$ cat src/rtl/accel_buf_pkg.sv
// Shared definitions for the matmul accelerator buffer, its sequencer and the array feeder.
package accel_buf_pkg;

  localparam int unsigned DataWidthDef = 128;
  localparam int unsigned DepthDef     = 20;

  typedef enum logic [1:0] {
    StIdle,
    StLoad,
    StSettle,
    StDrain
  } state_e;

endpackage

$ cat src/rtl/accelerator_buffer_ctrl_buf_out_fifo.sv
// Two-entry {last, data} FIFO that absorbs the buffer read latency on the drain path.
module buf_out_fifo #(
  parameter int unsigned DATA_WIDTH = 128
) (
  input  logic                  clk,
  input  logic                  rst,
  input  logic                  i_push,
  input  logic                  i_last,
  input  logic [DATA_WIDTH-1:0] i_data,
  input  logic                  i_pop,
  output logic                  o_valid,
  output logic                  o_last,
  output logic [DATA_WIDTH-1:0] o_data,
  output logic [1:0]            o_count
);

  logic [DATA_WIDTH-1:0] r_data [2];
  logic [1:0]            r_last;
  logic                  r_wr_ptr;
  logic                  r_rd_ptr;
  logic [1:0]            r_count;
  logic                  w_pop;

  assign o_valid = (r_count != 2'd0);
  assign w_pop   = i_pop && o_valid;
  assign o_data  = r_data[r_rd_ptr];
  assign o_last  = r_last[r_rd_ptr];
  assign o_count = r_count;

  always_ff @(posedge clk or posedge rst) begin
    if (rst) begin
      r_data[0] <= '0;
      r_data[1] <= '0;
      r_last    <= '0;
      r_wr_ptr  <= 1'b0;
      r_rd_ptr  <= 1'b0;
      r_count   <= 2'd0;
    end else begin
      if (i_push) begin
        r_data[r_wr_ptr] <= i_data;
        r_last[r_wr_ptr] <= i_last;
        r_wr_ptr         <= ~r_wr_ptr;
      end
      if (w_pop) begin
        r_rd_ptr <= ~r_rd_ptr;
      end
      r_count <= r_count + {1'b0, i_push} - {1'b0, w_pop};
    end
  end

endmodule

$ cat src/rtl/accelerator_buffer_ctrl.sv
// Load/drain sequencer for one accelerator_buffer: fills rows from an upstream stream,
// then streams them out in address order, optionally replaying without a reload.
module accelerator_buffer_ctrl
  import accel_buf_pkg::*;
#(
  parameter int unsigned DATA_WIDTH = DataWidthDef,
  parameter int unsigned DEPTH      = DepthDef,
  parameter int unsigned ADDR_WIDTH = $clog2(DEPTH),
  parameter int unsigned CNT_WIDTH  = $clog2(DEPTH + 1)
) (
  input  logic                  clk,
  input  logic                  rst,
  input  logic                  start,
  input  logic                  replay,
  input  logic [CNT_WIDTH-1:0]  row_count,
  input  logic                  s_valid,
  input  logic [DATA_WIDTH-1:0] s_data,
  output logic                  s_ready,
  output logic                  buf_wr_en,
  output logic [ADDR_WIDTH-1:0] buf_wr_addr,
  output logic [DATA_WIDTH-1:0] buf_wr_data,
  output logic [ADDR_WIDTH-1:0] buf_rd_addr,
  input  logic [DATA_WIDTH-1:0] buf_rd_data,
  output logic                  m_valid,
  output logic [DATA_WIDTH-1:0] m_data,
  output logic                  m_last,
  input  logic                  m_ready,
  output logic                  busy,
  output logic                  done,
  output logic                  cmd_err
);

  localparam logic [CNT_WIDTH-1:0]  DepthCnt = CNT_WIDTH'(DEPTH);
  localparam logic [CNT_WIDTH-1:0]  CntOne   = CNT_WIDTH'(1);
  localparam logic [ADDR_WIDTH-1:0] AddrOne  = ADDR_WIDTH'(1);

  state_e                r_state;
  state_e                w_state_next;
  logic [CNT_WIDTH-1:0]  r_cnt;
  logic [CNT_WIDTH-1:0]  r_loaded;
  logic [CNT_WIDTH-1:0]  r_rp;
  logic [ADDR_WIDTH-1:0] r_wp;
  logic                  r_inflight;
  logic                  r_inflight_last;
  logic                  r_wr_en;
  logic [ADDR_WIDTH-1:0] r_wr_addr;
  logic [DATA_WIDTH-1:0] r_wr_data;
  logic                  r_done;
  logic                  r_cmd_err;

  logic                  w_cmd_bad;
  logic                  w_accept;
  logic                  w_load_hs;
  logic                  w_load_last;
  logic                  w_issue;
  logic                  w_pop;
  logic                  w_pop_last;
  logic [2:0]            w_occ;
  logic [2:0]            w_occ_limit;
  logic [1:0]            w_fifo_count;
  logic                  w_fifo_valid;
  logic                  w_fifo_last;
  logic [DATA_WIDTH-1:0] w_fifo_data;

  // Replay is only legal over rows that a completed load actually wrote.
  assign w_cmd_bad   = (row_count == '0) || (row_count > DepthCnt) ||
                       (replay && (row_count > r_loaded));
  assign w_accept    = (r_state == StIdle) && start && !w_cmd_bad;
  assign w_load_hs   = (r_state == StLoad) && s_valid;
  assign w_load_last = w_load_hs && (CNT_WIDTH'(r_wp) == (r_cnt - CntOne));

  assign w_pop       = w_fifo_valid && m_ready;
  assign w_pop_last  = w_pop && w_fifo_last;

  // Count the in-flight read against FIFO space so backpressure never overflows it.
  assign w_occ       = {1'b0, w_fifo_count} + {2'b00, r_inflight};
  assign w_occ_limit = 3'd2 + {2'b00, w_pop};
  assign w_issue     = (r_state == StDrain) && (r_rp < r_cnt) && (w_occ < w_occ_limit);

  always_comb begin
    w_state_next = r_state;
    unique case (r_state)
      StIdle:   if (w_accept) w_state_next = replay ? StDrain : StLoad;
      StLoad:   if (w_load_last) w_state_next = StSettle;
      StSettle: w_state_next = StDrain;
      StDrain:  if (w_pop_last) w_state_next = StIdle;
      default:  w_state_next = StIdle;
    endcase
  end

  always_ff @(posedge clk or posedge rst) begin
    if (rst) begin
      r_state <= StIdle;
    end else begin
      r_state <= w_state_next;
    end
  end

  always_ff @(posedge clk or posedge rst) begin
    if (rst) begin
      r_cnt           <= '0;
      r_loaded        <= '0;
      r_rp            <= '0;
      r_wp            <= '0;
      r_inflight      <= 1'b0;
      r_inflight_last <= 1'b0;
      r_wr_en         <= 1'b0;
      r_wr_addr       <= '0;
      r_wr_data       <= '0;
      r_done          <= 1'b0;
      r_cmd_err       <= 1'b0;
    end else begin
      r_done     <= w_pop_last;
      r_cmd_err  <= (r_state == StIdle) && start && w_cmd_bad;
      r_wr_en    <= w_load_hs;
      r_inflight <= w_issue;
      if (w_accept) begin
        r_cnt <= row_count;
        r_wp  <= '0;
        r_rp  <= '0;
      end
      if (w_load_hs) begin
        r_wr_addr <= r_wp;
        r_wr_data <= s_data;
        r_wp      <= r_wp + AddrOne;
      end
      if (w_load_last) begin
        r_loaded <= r_cnt;
      end
      if (w_issue) begin
        r_rp            <= r_rp + CntOne;
        r_inflight_last <= (r_rp == (r_cnt - CntOne));
      end
    end
  end

  buf_out_fifo #(
    .DATA_WIDTH (DATA_WIDTH)
  ) u_out_fifo (
    .clk     (clk),
    .rst     (rst),
    .i_push  (r_inflight),
    .i_last  (r_inflight_last),
    .i_data  (buf_rd_data),
    .i_pop   (w_pop),
    .o_valid (w_fifo_valid),
    .o_last  (w_fifo_last),
    .o_data  (w_fifo_data),
    .o_count (w_fifo_count)
  );

  assign s_ready     = (r_state == StLoad);
  assign busy        = (r_state != StIdle);
  assign done        = r_done;
  assign cmd_err     = r_cmd_err;
  assign buf_wr_en   = r_wr_en;
  assign buf_wr_addr = r_wr_addr;
  assign buf_wr_data = r_wr_data;
  assign buf_rd_addr = r_rp[ADDR_WIDTH-1:0];
  assign m_valid     = w_fifo_valid;
  assign m_data      = w_fifo_data;
  assign m_last      = w_fifo_valid && w_fifo_last;

endmodule

$ cat config.mk
export PLATFORM = sky130hd
export DESIGN_NAME = accelerator_buffer_ctrl
export DESIGN_NICKNAME = d
export VERILOG_FILES = /design/src/rtl/accel_buf_pkg.sv /design/src/rtl/accelerator_buffer_ctrl_buf_out_fifo.sv /design/src/rtl/accelerator_buffer_ctrl.sv
export SDC_FILE = /design/constraint.sdc
export NUM_CORES = 1
export LEC_CHECK = 0
export CORE_MARGIN = 3
export CORE_UTILIZATION = 44
export CTS_BUF_LIST = sky130_fd_sc_hd__clkbuf_8
export DETAILED_ROUTE_END_ITERATION = 8
export MAX_ROUTING_LAYER = met4
export PLACE_DENSITY_LB_ADDON = 0.3
export SYNTH_ARGS = -nofsm -noshare
export SYNTH_HDL_FRONTEND = slang
export SYNTH_SLANG_ARGS = --single-unit
$ cat constraint.sdc
create_clock -name clk -period 15.9 [get_ports clk]
set_clock_uncertainty 0.2 [all_clocks]
set_input_delay 3.975 -clock clk [delete_from_list [all_inputs] [get_ports clk]]
set_output_delay 3.975 -clock clk [all_outputs]
set_load 0.03 [all_outputs]
==> impl_summary.txt, run 1 <==
----------------------------------------------------
[Timing]
  Slew @ Worst Pin ... 1185 ps
  Accumulated negative setup slack ... 0 ps
  Highest Clock Rate ... 128.4 MHz
  RSZ-0062 raised after global routing ... no
  Fraction of the cycle the final worst path needs ... 48.98%
  Max-slew headroom ... 21.03%
  Final-report max-slew violation count ... 0
  # setup viols final ... 0
  Hold Fails Final Rpt ... 0
  Hold Slack ... 270.7 ps
  Smallest setup slack after layout ... 8112 ps
  Time the final worst path needs with I/O delays and setup ... 7788 ps

[Worst setup path]
  Critical Path, Cell by Cell ... buf_4 -> mux2_2 -> clkdlybuf4s50_1
  Maximum fanout encountered on the critical timing path ... 83
  Setup CP Type ... flop to output pin
  Levels on crit path ... 3
  Capturing element type of the critical path ... output pin
  Critical path's largest stage delay ... 960 ps
  Required time at the endpoint of the critical path ... 11730 ps
  Arrival time of data at the critical path endpoint ... 3610 ps
  Number of buffers and inverters on the critical path ... 2
  Startpoint kind of the worst setup timing path ... flop
  Number of cells on the worst reg-to-reg path ... 7
  Worst path slowest cell ... sky130_fd_sc_hd__buf_4
  Kind of cell with the highest combined delay on the critical path ... buffers and inverters

[Job]
  Number of maximum-capacitance violations ... 0

[Routing]
  Mean number of vias per cell ... 4.997
  DRC violation total after the first TritonRoute iteration ... 855
  TritonRoute pass-1 iters ... 8
  Detailed-route wire length ... 50.48 mm
  DRC errors left ... 4
  Routed Antenna Nets ... 0
  Routed length per instance ... 19.50 um
  Number of vias after detailed routing ... 12940

[Logic synthesis]
  Cell variety after synth ... 46
  Xor and xnor fraction of the mapped netlist area ... 0.8319%
  Seq/Total Area, Yosys ... 59.00%
  Count of yosys warnings during synthesis ... 0
  Share of cell area taken by muxes after synthesis ... 24.71%
  Average cell area after synthesis ... 12.34 um^2
  Simple-gate portion of the synthesized area ... 10.15%
  Number of nets produced by synthesis ... 1740
  Combinational family with the most area after synthesis ... multiplexers
  Number of storage elements in the synthesis netlist ... 422
  Adder and majority gate portion of the synthesized area ... 1.538%
  Area of the mapped netlist ... 0.01790 mm^2
  Compound-gate portion of the synthesized area ... 1.454%
  Syn Inst Count ... 1451

[Floorplanning]
  Row cnt ... 73
  Initial Utilization ... 44.84%
  DIE AREA ... 0.04314 mm^2
  Die Height ... 207.7 um
  Number of top-level design ports ... 540
  Core footprint ... 0.03991 mm^2
  Die X-Extent ... 207.7 um

[Place]
  Final RePlAce weighted congestion ... 0.8749
  HPWL reported at the end of detailed placement ... 35.13 mm
  Setup slack at placement ... 7959 ps
  Post-detailed-placement cell area ... 0.02373 mm^2
  Instance count after placement with tap cells included ... 2447
  IO buf count ... 539

[Status]
  Run status ... finished with violations
  Violated checks ... DRC

[Final layout]
  Post-synthesis to final-layout area growth ... 41.97%
  Layout Cells excl Fill ... 2589
  Most common library cell in the layout ignoring fill and taps ... sky130_fd_sc_hd__clkdlybuf4s50_1
  Most frequent cells in the layout ... 539 x sky130_fd_sc_hd__clkdlybuf4s50_1, 421 x sky130_fd_sc_hd__dfrtp_1, 414 x sky130_fd_sc_hd__nand2_1
  Area of all placed cells without fillers ... 0.02541 mm^2
  Core Util, Final ... 63.66%
  Number of fill cells in the layout ... 3035
  Fraction of layout cells with a size suffix above 1 ... 25.71%
  Nets@finish ... 2286

[GRT]
  Vias in the first global route ... 13980
  Total overflow reported by the global router ... 0
  GRT Total Usage ... 23.80%
  Global-route wire length before repair ... 79.05 mm
  Pin count of the biggest net entering global routing ... 173
  Number of antenna violations at the first check in global routing ... 10

[Worst hold path]
  Path type of the worst min-delay path ... flop to flop
  Hold path cells ... 2

[Clock tree]
  Number of H-tree levels ... 3
  Clock tree from TritonCTS ... yes
  Insertion delay of the later-clocked pin in the worst-skew pair ... 610 ps
  Number of clock buffers inserted by TritonCTS ... 73
  Clock transition at the registers of the reported paths ... 60 ps
  Post CTS Setup Buffer Count ... 0
  Clock root buffer master ... sky130_fd_sc_hd__clkbuf_8
  Post-cts sizing count ... 0
  CTS sink count ... 422
  Post-cts hold buffer count ... 0
  Worst-case clock buffer depth ... 3

[Power and ir drop]
  Overall Power ... 6.060 mW
  Pwr/cell area ... 238.5 mW/mm^2
  Worst vdd ir ... 125.0 uV
  Leakage power total ... 11.44 nW

----------------------------------------------------
## kinds of logic after synthesis
group / count (synthesis)
AO/OA/AOI/OAI: 37
XOR/XNOR: 17
adder cells (fa/ha/maj): 22
buffers and inverters: 99
flip-flops: 422
multiplexers: 393
AND/OR/NAND/NOR: 461
## worst reg2reg max path, delay by kind of cell (launching register included)
kind	cells	cell delay (ps)
flip-flops	1	400
adder cells (fa/ha/maj)	1	280
AND/OR/NAND/NOR	3	800
buffers and inverters	3	1500
## layer usage
metal	GRT usage (%)	wire, um
met1	28.38	20290
met2	38.83	25260
met3	7.677	3765
met4	7.254	1157
met5	-	0
## Yosys cell counts, drive strengths merged
cell	instances	share of area (%)
a211o	2	0.098
a211oi	2	0.084
inv	21	0.44
or4	1	0.042
dfrtp	422	59
and2	1	0.035
xor2	8	0.39
mux2	388	24
nand2	416	8.7
o31ai	1	0.042
and3	2	0.070
a31oi	3	0.22
nand4	1	0.035
o21a	1	0.042
nor3	5	0.20
o211ai	1	0.070
nor2	14	0.32
clkinv	1	0.028
buf	37	1.0
nor3b	4	0.17
xnor2	9	0.44
a22o	2	0.098
o22ai	1	0.035
o21bai	1	0.042
nand3b	1	0.042
clkbuf	40	0.84
nand2b	3	0.10
ha	22	1.5
nand3	8	0.22
or2	1	0.049
nor2b	3	0.10
o21ai	18	0.52
a21oi	4	0.13
or3	1	0.035
a221o	1	0.063
mux2i	5	0.30
## cell type report
cell class / instances / area, um^2 / area share, %
Inverter: 22 / 90.09 / 0.3545
Antenna cell: 10 / 25.02 / 0.09848
Multi-Input combinational cell: 930 / 6947 / 27.34
Clock buffer: 104 / 1431 / 5.633
Tap cell: 525 / 656.9 / 2.585
Clock inverter: 28 / 221.5 / 0.8715
Timing Repair Buffer: 548 / 5475 / 21.55
Sequential cell: 422 / 10560 / 41.57
## final timing paths
| check | from | to | slack (ps) |
|---|---|---|---|
| worst max-delay path | u_out_fifo.r_rd_ptr | m_data[114] | 8110 |
| worst min-delay path | buf_wr_data[74] | buf_wr_data[74] | 270 |
| worst max register to register | r_state[1] | buf_wr_data[70] | 12650 |
| worst min register to register | buf_wr_data[74] | buf_wr_data[74] | 270 |
| max in group asynchronous | rst | u_out_fifo.r_data[238] | 8750 |
| min in group asynchronous | rst | cmd_err | 3640 |
## sequential cells by signal (all words and copies together) (netlist names)
name,flops
u_out_fifo.r_data,256
buf_wr_data,128
buf_rd_addr,5
buf_wr_addr,5
r_cnt,5
r_loaded,5
r_wp,5
r_state,2
u_out_fifo.o_count,2
u_out_fifo.r_last,2
buf_wr_en,1
cmd_err,1
done,1
r_inflight,1
r_inflight_last,1
u_out_fifo.r_rd_ptr,1
u_out_fifo.r_wr_ptr,1
## power breakdown
group          switching (mW)  internal [mW]  leakage [nW]  total [mW]
Combinational            1.65           1.42          5.45        3.07
Sequential              0.306           1.60          5.07        1.90
Clock                   0.441          0.642         0.918        1.08
Power figures use the tool's default switching activity.
==> inputs of run 2 (changes only) <==
==> constraint.sdc (replaced) <==
create_clock -name clk -period 7.1 [get_ports clk]
set_clock_uncertainty 0.2 [all_clocks]
set_input_delay 1.775 -clock clk [delete_from_list [all_inputs] [get_ports clk]]
set_output_delay 1.775 -clock clk [all_outputs]
set_load 0.03 [all_outputs]
==> impl_summary.txt, run 2 (synthesis results as in run 1) <==
----------------------------------------------------
[Status]
  Run status ... finished, final reports clean

[Worst setup path]
  Required time at the endpoint of the critical path ... 5120 ps (-6610 ps)
  Termination of the worst setup path ... m_data[30]
  Maximum fanout encountered on the critical timing path ... 69 (-17%)
  Capturing element type of the critical path ... output pin
  Number of cells on the worst reg-to-reg path ... 7 (unchanged)
  Startpoint of the worst register-to-register path ... r_state[1]
  Critical path's largest stage delay ... 1110 ps (+150 ps)
  Critical Path, Cell by Cell ... buf_12 -> mux2_2 -> clkdlybuf4s50_1
  Startpoint kind of the worst setup timing path ... flop
  Arrival time of data at the critical path endpoint ... 3150 ps (-460 ps)
  Setup CP Type ... flop to output pin
  Worst reg2reg endpoint ... buf_wr_data[49]
  Launch point of the worst path ... u_out_fifo.r_rd_ptr
  Reg-to-reg slack, setup ... 3900 ps (-8750 ps)
  Worst path slowest cell ... sky130_fd_sc_hd__dfrtp_4

[Clock tree]
  Number of H-tree levels ... 3 (unchanged)
  Post-cts hold buffer count ... 0 (unchanged)
  Clock tree from TritonCTS ... yes
  Clock transition at the registers of the reported paths ... 60 ps (about the same)
  Worst-case clock buffer depth ... 3 (unchanged)
  Post CTS Setup Buffer Count ... 0 (unchanged)
  Number of clock buffers inserted by TritonCTS ... 72 (-1.4%)
  Insertion delay of the later-clocked pin in the worst-skew pair ... 610 ps (about the same)
  Post-cts sizing count ... 0 (unchanged)
  Clock root buffer master ... sky130_fd_sc_hd__clkbuf_8
  CTS sink count ... 422 (unchanged)

[Routing]
  Detailed-route wire length ... 50.86 mm (+0.76%)
  Routed length per instance ... 19.63 um (+0.68%)
  Routed Antenna Nets ... 0 (unchanged)
  DRC errors left ... 0 (-4)
  DRC violation total after the first TritonRoute iteration ... 656 (-23%)
  Number of vias after detailed routing ... 12980 (+0.36%)
  Mean number of vias per cell ... 5.010 (+0.28%)
  TritonRoute pass-1 iters ... 5 (-3)

[Timing]
  Accumulated negative setup slack ... 0 ps (unchanged)
  # setup viols final ... 0 (unchanged)
  Hold Slack ... 268.9 ps (-1.806 ps)
  Highest Clock Rate ... 195.0 MHz
  Fraction of the cycle the final worst path needs ... 72.23%
  Time the final worst path needs with I/O delays and setup ... 5129 ps
  Slew @ Worst Pin ... 1112 ps (-73.06 ps)
  Final-report max-slew violation count ... 0 (unchanged)
  Hold Fails Final Rpt ... 0 (unchanged)
  RSZ-0062 raised after global routing ... no
  Max-slew headroom ... 25.90% (+4.9 points)

[Power and ir drop]
  Sw Ratio ... 40.20% (+0.60 points)
  Reg power frac ... 32.7% (+1.3 points)
  Share of power burned in the clock network ... 16.2% (-1.7 points)
  Worst vdd ir ... 309.0 uV (+150%)
  Pwr/cell area ... 526.6 mW/mm^2 (+120%)
  Internal power ... 7.951 mW (+120%)
  Logic pwr share ... 51.1% (+0.4 points)
  Net Sw Power ... 5.346 mW (+120%)
  Leakage power total ... 11.37 nW (-0.53%)

[Place]
  HPWL reported at the end of detailed placement ... 36.26 mm (+3.2%)
  Final RePlAce weighted congestion ... 0.8843 (+1.1%)
  IO buf count ... 539 (unchanged)

[Floorplanning]
  Die Height ... 207.7 um (unchanged)
  DIE AREA ... 0.04314 mm^2 (unchanged)
  Number of top-level design ports ... 540 (unchanged)
  Row cnt ... 73 (unchanged)
  Initial Utilization ... 44.84% (unchanged)
  Core footprint ... 0.03991 mm^2 (unchanged)
  Die X-Extent ... 207.7 um (unchanged)

[Final layout]
  Most flops, register ... u_out_fifo.r_data
  Fraction of layout cells with a size suffix above 1 ... 25.24% (-0.46 points)
  Post-synthesis to final-layout area growth ... 41.10%
  Most frequent cells in the layout ... 539 x sky130_fd_sc_hd__clkdlybuf4s50_1, 421 x sky130_fd_sc_hd__dfrtp_1, 414 x sky130_fd_sc_hd__nand2_1
  Largest register FFs ... 256 (unchanged)
  Most common library cell in the layout ignoring fill and taps ... sky130_fd_sc_hd__clkdlybuf4s50_1
  Nets@finish ... 2287 (+0.044%)

[GRT]
  Total overflow reported by the global router ... 0 (unchanged)
  Pin count of the biggest net entering global routing ... 187 (+8.1%)
  Number of antenna violations at the first check in global routing ... 14 (+4)
  GRT Total Usage ... 23.94% (+0.14 points)
  Vias in the first global route ... 13770 (-1.5%)
  Global-route wire length before repair ... 78.69 mm (-0.45%)

[Job]
  Number of maximum-capacitance violations ... 0 (unchanged)

[Worst hold path]
  Path type of the worst min-delay path ... flop to flop

----------------------------------------------------
[run 2: area by class of cell]
cell class / instances / area [um^2]
antenna: 14 / 35.03
sequential: 422 / 10560
timing repair buffer: 550 / 5515
inverter: 22 / 90.09
clock inverter: 33 / 138.9
tap: 525 / 656.9
fill: 3073 / 14660
clock buffer: 95 / 1308
multi-input combinational: 930 / 6947
[run 2: how the worst min path moves through the flow]
stage / to / cells after the start / from / slack (ps)
2_1_floorplan: u_out_fifo.r_wr_ptr / 1 / u_out_fifo.r_wr_ptr / 250
3_3_place_gp: buf_wr_data[20] / 2 / buf_wr_data[20] / 260
3_5_place_dp: buf_wr_data[110] / 2 / buf_wr_data[110] / 260
4_1_cts: buf_wr_data[106] / 2 / buf_wr_data[106] / 280
5_1_grt: buf_wr_data[118] / 2 / buf_wr_data[118] / 290
6_report: buf_wr_data[118] / 2 / buf_wr_data[118] / 270
[run 2: metal layers]
| metal | GRT usage [%] | part of all wire, % |
|---|---|---|
| met1 | 27.52 | 39 |
| met2 | 38.53 | 49 |
| met3 | 8.720 | 8.8 |
| met4 | 9.277 | 2.7 |
| met5 | - | 0 |
[run 2: power groups by stage]
| stage | Sequential, mW | Clock, mW | Combinational, mW |
|---|---|---|---|
| after floorplan | 4.76 | 0 | 3.68 |
| after global placement | 4.34 | 0 | 6.70 |
| after detailed placement | 4.36 | 0 | 6.84 |
| after CTS | 4.34 | 2.22 | 6.87 |
| after global routing | 4.49 | 2.34 | 7.20 |
| final | 4.35 | 2.16 | 6.79 |
[run 2: critical path: cells and delay by family, from the launching register on]
family	cells	cell delay, ps
muxes	1	390
DFF	1	1110
buffers and inverters	2	980
[run 2: per-stage QoR]
| step | setup WS, ps | utilization [%] | cells | cell area (um^2) | total power, mW |
|---|---|---|---|---|---|
| 4_1_cts | 1855 | 63.18 | 2577 | 25220 | 13.44 |
| 3_3_place_gp | 2515 | 59.56 | 2449 | 23770 | 11.04 |
| 3_5_place_dp | 2419 | 59.56 | 2449 | 23770 | 11.20 |
| 5_1_grt | 1780 | 63.27 | 2591 | 25250 | 14.03 |
| 2_1_floorplan | -568.5 | - | 1451 | 17900 | 8.442 |
| 6_report | 1971 | 63.27 | 2591 | 25250 | 13.30 |
